**src/rtl/map9v3_sched.sv**
```systemverilog
// Round-robin scheduler sharing one map9v3 engine among NUM_REQ requesters.
// Optional watchdog abort enabled by defining MAP9_SCHED_TIMEOUT_EN.
module map9v3_sched #(
  parameter int NUM_REQ        = 4,
  parameter int START_HOLD     = 3,
  parameter int TIMEOUT_CYCLES = 1024
) (
  input  logic                   clock,
  input  logic                   reset_n,
  input  logic [NUM_REQ-1:0]     req,
  input  logic [9*NUM_REQ-1:0]   req_n,
  output logic [NUM_REQ-1:0]     req_ack,
  output logic [NUM_REQ-1:0]     rsp_valid,
  input  logic [NUM_REQ-1:0]     rsp_ready,
  output logic [8:0]             rsp_dp,
  output logic                   rsp_err,
  output logic                   busy,
  output logic                   eng_start,
  output logic [8:0]             eng_n,
  input  logic                   eng_done,
  input  logic [8:0]             eng_dp
);

  localparam int IW = (NUM_REQ > 1) ? $clog2(NUM_REQ) : 1;
  localparam int HW = $clog2(START_HOLD + 1);
  localparam logic [HW-1:0] HOLD_LIM = HW'(START_HOLD);

  typedef enum logic [1:0] {IDLE, LAUNCH, RUN, RESP} state_t;

  state_t          state;
  logic [IW-1:0]   last_grant;
  logic [IW-1:0]   owner;
  logic [HW-1:0]   hold;
  logic            any_req;
  logic [IW-1:0]   winner;
  logic [IW-1:0]   cand;

  // Scan offsets from farthest to nearest so the first requester after last_grant wins.
  always_comb begin
    any_req = 1'b0;
    winner  = '0;
    cand    = '0;
    for (int unsigned k = NUM_REQ; k >= 1; k--) begin
      cand = IW'((32'(last_grant) + k) % NUM_REQ);
      if (req[cand]) begin
        any_req = 1'b1;
        winner  = cand;
      end
    end
  end

`ifdef MAP9_SCHED_TIMEOUT_EN
  localparam logic [10:0] WD_LIM = 11'(TIMEOUT_CYCLES - 1);
  logic [10:0] wd;
`endif

  always_ff @(posedge clock or negedge reset_n) begin
    if (!reset_n) begin
      state      <= IDLE;
      last_grant <= IW'(NUM_REQ - 1);
      owner      <= '0;
      hold       <= '0;
      req_ack    <= '0;
      rsp_valid  <= '0;
      rsp_dp     <= '0;
      busy       <= 1'b0;
      eng_start  <= 1'b0;
      eng_n      <= '0;
`ifdef MAP9_SCHED_TIMEOUT_EN
      rsp_err    <= 1'b0;
      wd         <= '0;
`endif
    end else begin
      req_ack <= '0;
      case (state)
        IDLE: begin
          if (any_req) begin
            req_ack[winner] <= 1'b1;
            owner           <= winner;
            eng_n           <= req_n[9*winner +: 9];
            eng_start       <= 1'b1;
            busy            <= 1'b1;
            hold            <= HW'(1);
            state           <= LAUNCH;
`ifdef MAP9_SCHED_TIMEOUT_EN
            wd              <= '0;
`endif
          end
        end
        LAUNCH: begin
          // Stay high until the engine has also dropped any done left from the last job.
          if (hold >= HOLD_LIM && !eng_done) begin
            eng_start <= 1'b0;
            state     <= RUN;
          end else if (hold < HOLD_LIM) begin
            hold <= hold + 1'b1;
          end
        end
        RUN: begin
          if (eng_done) begin
            rsp_dp           <= eng_dp;
            rsp_valid[owner] <= 1'b1;
            state            <= RESP;
          end
        end
        RESP: begin
          if (rsp_valid[owner] && rsp_ready[owner]) begin
            rsp_valid  <= '0;
            last_grant <= owner;
            busy       <= 1'b0;
            state      <= IDLE;
`ifdef MAP9_SCHED_TIMEOUT_EN
            rsp_err    <= 1'b0;
`endif
          end
        end
        default: state <= IDLE;
      endcase
`ifdef MAP9_SCHED_TIMEOUT_EN
      // Placed after the case so an expiring watchdog overrides the LAUNCH/RUN updates.
      if ((state == LAUNCH) || (state == RUN && !eng_done)) begin
        if (wd == WD_LIM) begin
          eng_start        <= 1'b0;
          rsp_dp           <= '0;
          rsp_err          <= 1'b1;
          rsp_valid[owner] <= 1'b1;
          state            <= RESP;
        end else begin
          wd <= wd + 1'b1;
        end
      end
`endif
    end
  end

`ifndef MAP9_SCHED_TIMEOUT_EN
  // No watchdog in this build; TIMEOUT_CYCLES is only referenced to keep the parameter list uniform.
  assign rsp_err = (TIMEOUT_CYCLES < 0);
`endif

endmodule

```
**config.mk**
```make
export PLATFORM = sky130hd
export DESIGN_NAME = map9v3_sched
export DESIGN_NICKNAME = d
export VERILOG_FILES = /design/src/rtl/map9v3_sched.sv
export SDC_FILE = /design/constraint.sdc
export NUM_CORES = 1
export LEC_CHECK = 0
export CORE_MARGIN = 2
export CORE_UTILIZATION = 41
export CTS_CLUSTER_DIAMETER = 100
export DETAILED_ROUTE_END_ITERATION = 12
export PLACE_DENSITY = 0.79
export RECOVER_POWER = 25
export SYNTH_ARGS = -nofsm -noshare
export SYNTH_HDL_FRONTEND = slang
export SYNTH_SLANG_ARGS = --single-unit
```
**constraint.sdc**
```tcl
create_clock -name clock -period 2.3 [get_ports clock]
set_input_delay 0.46 -clock clock [delete_from_list [all_inputs] [get_ports clock]]
set_output_delay 0.46 -clock clock [all_outputs]
set_load 0.005 [all_outputs]
```
# After elaboration in Yosys (flattened, before gate mapping)
# Cells that the tools add are included.
[classes]
n_addsub = 5
multipliers = 1
n_lt_le_gt_ge = 10
eq_ne = 9
shifts = 1
muxes = 42
bitwise_logic = 1
n_reduce_logical = 17
[ops]
columns = ["operator", "count"]
rows = [
  ["$shiftx A36 B7 Y9", 1],
  ["$mux W2", 10],
  ["$lt A2 B3 Y1 const B", 6],
  ["$mux W4", 4],
  ["$mux W1", 15],
  ["$bmux W1 S2", 6],
  ["$ne A2 B2 Y1 const B", 6],
  ["$reduce_and A3 Y1", 3],
  ["$pmux W2 S4", 1],
  ["$pmux W4 S2", 1],
  ["$reduce_and A4 Y1", 2],
  ["$add A2 B1 Y2 const B", 3],
  ["$mul A4 B2 Y6 const A", 1],
  ["$reduce_and A2 Y1", 3],
  ["$reduce_bool A2 Y1", 3],
  ["$add A2 B2 Y2 const B", 2],
  ["$demux W1 S2", 2],
  ["$eq A2 B2 Y1 const B", 2],
  ["$ge A2 B1 Y1 const B", 2],
  ["$logic_and A1 B1 Y1", 4],
  ["$or A4 B4 Y4", 1],
  ["$pmux W1 S2", 2],
  ["$pmux W2 S2", 1],
  ["$eq A2 B1 Y1 const B", 1],
  ["4 further kinds", 4],
]
[totals]
register_bits = 36
input_bits = 56
word_cells = 96

# Depth between registers and ports, before layout
[depth]
depth_word = 13
mapped_depth = 7
mapped_depth_nobuf = 7

# Least setup slack after synthesis
# Ideal clock, no wire load.
[synth_timing]
path_kind = "reg2reg"
startpoint = "register last_grant[0]"
endpoint = "register eng_n[0]"
setup_time_ps = 138
arrival_ps = 1586
required_ps = 2162
setup_slack_ps = 576
stages_incl_launch_ff = 7
path_buffers = 1
synth_period_minus_slack_ps = 1724
cell_sequence = "dfstp_2 nand2b_1 o21ai_1 a211oi_2 buf_4 mux2i_1 o221ai_1"
[synth_via]
elab_chain_cells = 9
[synth_rtl]
columns = ["element", "line_no", "rtl"]
rows = [
  ["start, declared", "31", "logic [IW-1:0] last_grant;"],
  ["start signal, assigned", "60", "last_grant <= IW'(NUM_REQ - 1);"],
  ["start signal, assigned", "109", "last_grant <= owner;"],
  ["$add A2 B1 Y2", "44", "cand = IW'((32'(last_grant) + k) % NUM_REQ);"],
  ["$bmux W1 S2", "45", "if (req[cand]) begin"],
  ["$mux W1 (implied by the code)", "45", ""],
  ["$mux W2 (4 in a row)", "45", ""],
  ["$mul A4 B2 Y6", "80", "eng_n <= req_n[9*winner +: 9];"],
  ["$shiftx A36 B7 Y9", "80", ""],
  ["end signal, assigned", "80", ""],
  ["end, declared", "19", "output logic [8:0] eng_n,"],
]
# Parallel ways exist; a longest one is shown, timed or not. The select of a mux whose other input is x is not followed.
# A chain may end at the register's enable or synchronous reset.

# Final worst setup path
[layout_timing]
startpoint = "input port req[3]"
endpoint = "register eng_n[7]"
[layout_via]
elab_chain_cells = 8
[layout_rtl]
columns = ["element", "line_no", "rtl"]
rows = [
  ["start, declared", "10", "input logic [NUM_REQ-1:0] req,"],
  ["$bmux W1 S2", "45", ""],
  ["$mux W1 (implied by the code)", "45", ""],
  ["$mux W2 (4 in a row)", "45", ""],
  ["$mul A4 B2 Y6", "80", ""],
  ["$shiftx A36 B7 Y9", "80", ""],
]
# Parallel ways exist; a longest one is shown, timed or not. The select of a mux whose other input is x is not followed.

==> run_results.csv <==
group,metric,value,unit
power_and_ir_drop,p_leak,1.26,nW
floorplan,core_area,4380,µm²
worst_setup_path,crit_arrival,2120,ps
timing,post-route-period-util,0.861,
worst_setup_path,r2r-end,"eng_n[7]$_DFFE_PN0P_",
finish,area_delta_synth_final,55.4,%
logic_synthesis,netlist_instances,181,
worst_setup_path,r2r_slack,480,ps
timing,slew_viol_final,0,
cts,cts_buffers,5,
global_route,use_met3,0.0380,
global_route,grt_max_degree,37,
cts,h-tree-depth,2,
timing,worst_pin_slew,803,ps
finish,layout.cells.non_filler,322,
logic_synthesis,ys_seq_elements,36,
finish,nets,331,
outcome,status,"completed",
hold_path,hp-class,"primary input to asynchronous set/reset pin",
logic_synthesis,synth_edf_count,0,
logic_synthesis,synthArstFlopShare,1.00,
cts,clock-root-buffer,"clkbuf_8",
drt,first_pass_iters,4,
drt,drt_iter0_drc,97,
global_route,overflow,0,
drt,viasPerCell,5.18,
place,dp_hpwl,3450,µm
drt,vias,1669,
worst_setup_path,end_kind,"register",
place,dp_cells,314,
finish,final.fill_count,364,
cts,clkTransAtPathRegs,70,ps
run,max_cap_violations,0,
cts,clock_path_buffers,2,
timing,timing.final.crit_period,1980,ps
drt,ant_nets,0,
floorplan,die_w,71.6,µm
power_and_ir_drop,powerDensity,1080,nW/µm²
timing,hold_violations,0,
floorplan,start_util,0.428,
finish,drive_above_1_share,0.107,
finish,diodes,0,
cts,cts_tree,"built",
floorplan,fp-row-count,24,
worst_setup_path,worstPathRequired,2440,ps
timing,rsz0062_at_grt,"false",
global_route,grtUsageTotal,0.189,
logic_synthesis,syn_area_per_cell,10.4,µm²
power_and_ir_drop,p_clk_frac,0.146,
timing,fmax,505,MHz
timing,tns,0,ps
worst_setup_path,ff2ff_path_depth,6,
worst_setup_path,reg2reg_from,"last_grant[0]$_DFFE_PN1P_",
logic_synthesis,yosys_warnings,0,
global_route,grt_use_met1,0.238,
finish,multi_input_comb_area,900,µm²
place,io_buffers,83,
worst_setup_path,worstPathMaxFanout,22,
global_route,gr-usage-met2,0.306,
timing,slew_headroom,0.464,
place,place_congestion,0.760,
logic_synthesis,synthesis.area,1870,µm²
global_route,antenna_found_initial,0,
global_route,grt_pass1_wl,7570,µm
cts,cts.sinks,36,
worst_setup_path,worst-setup-path-type,"primary input to register",
drt,wire_per_inst,14.6,µm
timing,fin_skew,5.19,ps
logic_synthesis,synth_ff_type,"dfrtp_1",
power_and_ir_drop,seq_power_share,0.352,
power_and_ir_drop,pwr-share-comb,0.503,
drt,finalWirelength,4700,µm
power_and_ir_drop,switchingPower,1.05,mW
finish,seq_area,903,µm²
power_and_ir_drop,netSwitchingFraction,0.333,
worst_setup_path,crit_path_start_kind,"primary input",
timing,setup_viol,0,
floorplan,die_area,5130,µm²
floorplan,pin_count,85,
logic_synthesis,ys_seq_area_frac,0.482,
global_route,grt_pass1_vias,1631,
floorplan,die_y,71.6,µm
global_route,busiest_layer,"met2",
cts,cts_resized,0,
power_and_ir_drop,vdd.ir_drop.worst,0.585,mV
logic_synthesis,synth_cell_types,29,
power_and_ir_drop,internal-power,2.10,mW
drt,drt_drc_violations_left,0,
logic_synthesis,synth_nets,243,
cts,post_cts_buffers,0,
cts,clkLatencyLatePin,280,ps
cts,cts_hold_buf,0,
[sequential cells by signal, indices dropped and copies added (netlist names)]
| register | flops |
|---|---|
| busy | 1 |
| req_ack | 4 |
| rsp_dp | 9 |
| rsp_valid | 4 |
| last_grant | 2 |
| state | 2 |
| hold | 2 |
| eng_start | 1 |
| eng_n | 9 |
| owner | 2 |
[cells in the final DEF, fill, tap and decap left out, drive strengths merged, types with 2 or more instances in the layout]
| cell | n |
|---|---|
| a21oi | 10 |
| mux2i | 19 |
| o21ai | 9 |
| nor2 | 14 |
| nor2b | 2 |
| o21a | 2 |
| nand2 | 26 |
| dfstp | 2 |
| o221ai | 9 |
| clkbuf | 8 |
| inv | 9 |
| nand3 | 2 |
| clkdlybuf4s50 | 82 |
| nand2b | 6 |
| buf | 7 |
| a31oi | 2 |
| nor3 | 2 |
| ha | 6 |
| dfrtp | 34 |
| mux2 | 11 |
[through the flow]
step	area (µm²)	power, mW	utilization	setup slack (ps)	hold slack (ps)
6_report	2910	3.14	0.664	320	258
2_1_floorplan	1870	1.89	-	576	164
3_3_place_gp	2820	2.66	0.644	89.6	469
4_1_cts	2910	3.18	0.664	347	296
5_1_grt	2910	3.38	0.664	199	322
3_5_place_dp	2820	2.71	0.644	46.0	478
[worst max-delay path by stage]
stage / start / cells past startpoint / endpoint / slack [ps]
2_1_floorplan: last_grant[0]$_DFFE_PN1P_ / 6 / eng_n[0]$_DFFE_PN0P_ / 580
3_3_place_gp: req[3] / 7 / eng_n[8]$_DFFE_PN0P_ / 90
3_5_place_dp: req[3] / 7 / eng_n[7]$_DFFE_PN0P_ / 50
4_1_cts: req[3] / 7 / eng_n[7]$_DFFE_PN0P_ / 350
5_1_grt: req[3] / 7 / eng_n[7]$_DFFE_PN0P_ / 200
6_report: req[3] / 7 / eng_n[7]$_DFFE_PN0P_ / 320
[kinds of logic after synthesis]
family	share of synthesized area
DFF	0.482
AOI/OAI and AO/OA	0.127
adders and majority gates	0.0401
other	0.00200
buffers and inverters	0.0421
muxes	0.180
and+or+nand+nor	0.128
[worst max-delay path: stages]
cell	delay, ps
clkdlybuf4s50_1	500
nand2b_1	140
o21ai_1	110
a211oi_4	290
buf_12	220
mux2i_1	240
o221ai_1	150
[layer usage]
layer | vias to the layer above | share of wire
met4 | 0 | 0.033
met2 | 57 | 0.50
met5 | - | 0
met1 | 787 | 0.42
met3 | 18 | 0.047
li1 | 807 | -
[Yosys cell counts (3+ instances only)]
cell | instances | share of area
buf_2 | 3 | 0.0080
inv_1 | 9 | 0.018
a21oi_1 | 10 | 0.027
mux2_2 | 11 | 0.066
o21ai_0 | 8 | 0.021
nand2b_1 | 6 | 0.020
o221ai_1 | 9 | 0.042
mux2i_1 | 19 | 0.10
ha_1 | 6 | 0.040
buf_4 | 3 | 0.012
nand2_1 | 26 | 0.052
nor2_1 | 14 | 0.028
dfrtp_1 | 34 | 0.45
[final cells by class]
cell class	instances	share of cell area
Multi-Input combinational cell	128	0.309
Tap cell	52	0.0223
Timing Repair Buffer	89	0.316
Inverter	9	0.0116
Clock buffer	8	0.0309
Sequential cell	36	0.310
[power groups by stage]
| stage | logic (mW) | clock network, mW | registers, mW |
|---|---|---|---|
| 2_1_floorplan | 0.803 | 0 | 1.09 |
| 3_3_place_gp | 1.55 | 0 | 1.10 |
| 3_5_place_dp | 1.60 | 0 | 1.11 |
| 4_1_cts | 1.60 | 0.476 | 1.10 |
| 5_1_grt | 1.74 | 0.501 | 1.14 |
| 6_report | 1.58 | 0.458 | 1.10 |
(Power assumes the default switching activity.)
